[src/rtl/mem_wb_pipe_pkg.sv]
// mem_wb_pipe_pkg: shared types and constants for the MEM->WB stage.
// Payload layout, zero payload and occupancy state encodings.
package mem_wb_pipe_pkg;

    localparam int DATA_W_DEF = 32;
    localparam int DEST_W_DEF = 4;

    typedef struct packed {
        logic                  wb_en;
        logic                  mem_r_en;
        logic [DATA_W_DEF-1:0] alu_result;
        logic [DATA_W_DEF-1:0] mem_data;
        logic [DEST_W_DEF-1:0] dest;
    } payload_t;

    localparam payload_t PAYLOAD_ZERO = '0;

    localparam logic [1:0] ST_EMPTY = 2'd0;
    localparam logic [1:0] ST_ONE   = 2'd1;
    localparam logic [1:0] ST_FULL  = 2'd2;

    // Flat payload width for a given data/dest width.
    function automatic int payload_w(input int dw, input int tw);
        return 2 + 2 * dw + tw;
    endfunction

endpackage

[src/rtl/mem_wb_pipe_slot.sv]
// pipe_slot: one valid bit plus payload register.
// rst zeroes everything; clear kills valid only; load captures d.
module pipe_slot
    import mem_wb_pipe_pkg::*;
#(
    parameter int W = 1
) (
    input  logic         clk,
    input  logic         rst,
    input  logic         load,
    input  logic         clear,
    input  logic [W-1:0] d,
    output logic         valid,
    output logic [W-1:0] q
);

    // Slot register: rst beats clear, clear beats load.
    always_ff @(posedge clk) begin
        if (rst) begin
            valid <= 1'b0;
            q     <= '0;
        end else if (clear) begin
            valid <= 1'b0;
        end else if (load) begin
            valid <= 1'b1;
            q     <= d;
        end
    end

endmodule

[src/rtl/mem_wb_pipe.sv]
// mem_wb_pipe: MEM->WB stage with valid/ready and 2-entry skid.
// Main slot drives outputs; skid only absorbs a stalled write-back.
module mem_wb_pipe
    import mem_wb_pipe_pkg::*;
#(
    parameter int DATA_W = 32,
    parameter int DEST_W = 4
) (
    input  logic              clk,
    input  logic              rst,
    input  logic              flush,
    input  logic              in_valid,
    output logic              in_ready,
    input  logic              in_wb_en,
    input  logic              in_mem_r_en,
    input  logic [DATA_W-1:0] in_alu_result,
    input  logic [DATA_W-1:0] in_mem_data,
    input  logic [DEST_W-1:0] in_dest,
    output logic              out_valid,
    input  logic              out_ready,
    output logic              out_wb_en,
    output logic              out_mem_r_en,
    output logic [DATA_W-1:0] out_alu_result,
    output logic [DATA_W-1:0] out_mem_data,
    output logic [DEST_W-1:0] out_dest,
    output logic [DATA_W-1:0] out_wb_value,
    output logic [1:0]        fwd_valid,
    output logic [DEST_W-1:0] fwd_dest0,
    output logic [DEST_W-1:0] fwd_dest1,
    output logic [1:0]        occupancy
);

    localparam int PW = payload_w(DATA_W, DEST_W);
    localparam int AH = PW - 3;
    localparam int MH = DEST_W + DATA_W - 1;

    logic [PW-1:0] in_pl;
    logic [PW-1:0] main_q;
    logic [PW-1:0] skid_q;
    logic [PW-1:0] main_d;
    logic          main_v;
    logic          skid_v;
    logic          main_ld;
    logic          main_clr;
    logic          skid_ld;
    logic          skid_clr;
    logic          accept;
    logic          drain;
    logic [1:0]    state;

    assign in_pl = {in_wb_en, in_mem_r_en, in_alu_result,
                    in_mem_data, in_dest};

    assign in_ready = ~skid_v;
    assign accept   = in_valid & in_ready;
    assign drain    = main_v & out_ready;

    assign state = skid_v ? ST_FULL : (main_v ? ST_ONE : ST_EMPTY);
    assign occupancy = state;

    // Occupancy FSM: choose slot loads/clears for this edge.
    always_comb begin
        main_ld  = 1'b0;
        main_clr = 1'b0;
        skid_ld  = 1'b0;
        skid_clr = 1'b0;
        main_d   = in_pl;
        unique case (state)
            ST_EMPTY: begin
                main_ld = accept;
            end
            ST_ONE: begin
                if (accept && drain) begin
                    main_ld = 1'b1;
                end else if (accept) begin
                    skid_ld = 1'b1;
                end else if (drain) begin
                    main_clr = 1'b1;
                end
            end
            ST_FULL: begin
                if (drain) begin
                    main_ld  = 1'b1;
                    main_d   = skid_q;
                    skid_clr = 1'b1;
                end
            end
            default: begin
                main_clr = 1'b1;
                skid_clr = 1'b1;
            end
        endcase
        if (flush) begin
            main_clr = 1'b1;
            skid_clr = 1'b1;
        end
    end

    pipe_slot #(.W(PW)) u_main (
        .clk   (clk),
        .rst   (rst),
        .load  (main_ld),
        .clear (main_clr),
        .d     (main_d),
        .valid (main_v),
        .q     (main_q)
    );

    pipe_slot #(.W(PW)) u_skid (
        .clk   (clk),
        .rst   (rst),
        .load  (skid_ld),
        .clear (skid_clr),
        .d     (in_pl),
        .valid (skid_v),
        .q     (skid_q)
    );

    assign out_valid      = main_v;
    assign out_wb_en      = main_q[PW-1] & main_v;
    assign out_mem_r_en   = main_q[PW-2];
    assign out_alu_result = main_q[AH -: DATA_W];
    assign out_mem_data   = main_q[MH -: DATA_W];
    assign out_dest       = main_q[DEST_W-1:0];
    assign out_wb_value   = out_mem_r_en ? out_mem_data
                                         : out_alu_result;

    assign fwd_valid = {skid_v & skid_q[PW-1], out_wb_en};
    assign fwd_dest0 = main_q[DEST_W-1:0];
    assign fwd_dest1 = skid_q[DEST_W-1:0];

endmodule

[config.mk]
export PLATFORM = sky130hd
export DESIGN_NAME = mem_wb_pipe
export DESIGN_NICKNAME = d
export VERILOG_FILES = /design/src/rtl/mem_wb_pipe_pkg.sv /design/src/rtl/mem_wb_pipe_slot.sv /design/src/rtl/mem_wb_pipe.sv
export SDC_FILE = /design/constraint.sdc
export NUM_CORES = 1
export LEC_CHECK = 0
export ABC_CLOCK_PERIOD_IN_PS = 1500
export CORE_ASPECT_RATIO = 0.5
export CORE_UTILIZATION = 45
export DETAILED_ROUTE_END_ITERATION = 10
export PLACE_DENSITY = 0.77
export SLEW_MARGIN = 40
export SYNTH_ARGS = -nofsm -noshare
export SYNTH_HDL_FRONTEND = slang
export SYNTH_SLANG_ARGS = --single-unit
[constraint.sdc]
create_clock -name clk -period 1.5 [get_ports clk]
set_input_delay 0.15 -clock clk [delete_from_list [all_inputs] [get_ports clk]]
set_output_delay 0.15 -clock clk [all_outputs]
set_load 0.005 [all_outputs]
==> flow_summary.toml, run 1 <==
[clocking]
root_buffer = "clkbuf_16"
clk_pin_slew_worst_paths_ns = 0.06
htree_levels = 4
cts_hold_buf = 0
numClockSinks = 142
numCtsBuffers = 17
cts_tree = "built"
cts_buffer_depth = 2
clock_latency_ns = 0.41

[logic_synthesis]
synth_area_leaders = "dfxtp_1 (38%), a211oi_2 (12%), mux2i_1 (9.4%)"
netlist.area_leader.share = 0.380
yosysSeqAreaShare = 0.380
synth-edff-count = 0
ys_types = 27
ys_warn_count = 0
ys_ff_latch = 142
synth_top_area_cell = "dfxtp_1"
synth_area_um2 = 7490
synthTopCellsByCount = "dfxtp_1 (142), buf_4 (78), nand3_1 (71)"
synth_area_per_cell_um2 = 9.61
syn_inst = 779
synth_most_common_cell = "dfxtp_1"
syn-num-nets = 854
synth_top_flop_cell = "dfxtp_1"
synth-async-reset-ratio = 0

[setup_path]
cp.arrival_ns = 1.60
path_cells = "buf_12 > buf_12 > buf_16 > mux2_4 > buf_6"
crit_type = "flop to output port"
worstSetupStartpoint = "u_main.q[68]"
regToRegStartpoint = "u_skid.valid"
slowest_stage = "dfxtp_4"
cp_top_family = "buffers and inverters"
cp-end-kind = "output port"
cp_max_fo = 5
required_ns = 1.35
path_buf_inv = 4
cpMostUsedCell = "buf_12"
cpPeakStageDelay_ns = 0.37
start_kind = "flop"

[outcome]
violations = "setup timing"
status = "finished with violations"

[route]
antenna_left = 0
vias = 6749
drt_iter0_markers = 562
wl_per_cell_um = 21.2
via_per_inst = 6.00
dr.pass1.iters = 5
routed_wl_mm = 23.9
drc = 0

[die]
start_util = 0.473
die_h_um = 93.2
die_x_um = 184
coreArea_um2 = 15800
ios = 191
die_area_um2 = 17200
row_count = 32

[placed_design]
place_ws_ns = -0.223
hpwlAfterDp_mm = 14.2
gp_congestion = 0.766
port_buffers = 190
dpl_cell_area_um2 = 9220

[global_route]
grt_pass1_wl_mm = 34.7
antenna_found_initial = 1
grt_use_total = 0.258
gr-total-overflow = 0
grt_pass1_vias = 6479
grt_max_degree = 60

[timing]
finalCritPeriodShare = 1.17
drv_slew = 0
max_freq_ghz = 0.571
fin_skew_ns = 0.00543
worst_slack_ns = -0.251
slew_headroom = 0.726
worstMarginPinSlew_ns = 0.412
rsz0062_at_grt = "yes"
hold_viol_final = 0
finalSetupViolations = 74
min_period_ns = 1.75

[power]
peakVddDrop_mv = 0.847
power.leakage_nw = 4.20
power_density_nw_per_um2 = 990

[job]
maxCapViolCount = 0

[final_layout]
nNetsFinal = 966
final_area_um2 = 10600
layout-drive-gt1-share = 0.336
utilization = 0.672
area_growth_pct = 42.0
diodes = 0

[worst_hold_path]
hold_path_startpoint = "rst"
hold_path_class = "input port to flop"
==> metrics by stage <==
stage	hold WS [ns]	TNS, ns	power, W	std cells
finish	0.119	-6.05	0.0105	1125
global route	0.130	-9.03	0.0108	1125
CTS	0.108	-6.74	0.0104	1117
detailed placement	0.466	-24.12	0.00573	1070
global placement	0.459	-16.66	0.00569	1070
floorplan	0.298	0	0.00503	779
==> final cells by class <==
type                    instances  area [µm²]
repair buffers                260        2970
inverters                       2        10.0
flip-flops and latches        142        2890
well taps                     221         277
multi-input cells             468        3850
clock buffers                  19         453
fillers                      1099        5180
clock inverters                13         186
==> registers in the layout, summed over array words and instances (netlist names) <==
register / cells
u_skid.valid: 1
u_skid.q: 70
u_main.valid: 1
u_main.q: 70
==> timing repair <==
item                                   in CTS  in global routing
pin swaps                                   1                  4
endpoints found under the hold margin       0                  0
resized for setup                         196                 88
setup buffers                              12                  4
cloned                                      4                  9
setup endpoints to repair                  44                154
==> kinds of logic after synthesis <==
group	Yosys count	synth area share
AO/OA/AOI/OAI	282	0.271
buffers and inverters	170	0.147
flip-flops	142	0.380
multiplexers	103	0.144
AND/OR/NAND/NOR	82	0.0585
==> layer usage <==
layer / up-vias / routed length (µm) / global-route usage
met5: - / 13 / 0
met4: 2 / 458 / 0.0813
met3: 48 / 1600 / 0.0549
met2: 276 / 11500 / 0.426
met1: 3375 / 10300 / 0.336
li1: 3048 / - / -
==> power by group <==
part	total, W	internal (W)	leakage (nW)	switching, W
clock	0.00458	0.00288	0.302	0.00170
sequential	0.00408	0.00393	1.17	0.000146
combinational	0.00186	0.00105	2.73	0.000817
==> placed cells by master, fill, tap and decap left out, drive strengths merged, types with 33 or more instances in the layout <==
cell	instances
clkdlybuf4s50	146
dfxtp	142
buf	93
nand3	71
mux2i	70
a211oi	70
o21ai	70
a21oi	70
a31oi	70
mux2	33
==> worst paths after layout <==
| path | to | slack (ns) | depth (start not counted) |
|---|---|---|---|
| worst max-delay path | out_wb_value[19] | -0.25 | 5 |
| worst min-delay path | u_skid.q[22] | 0.12 | 2 |
| worst max register to register | u_main.q[29] | -0.07 | 5 |
| worst min register to register | u_skid.q[67] | 0.48 | 2 |
Power figures use the tool's default switching activity.
==> run 2, diff against run 1 <==
CTS_CLUSTER_DIAMETER = 30   (was default)
==> results of run 2 <==
No change in the layout: final DEF, timing and power equal those of run 1.
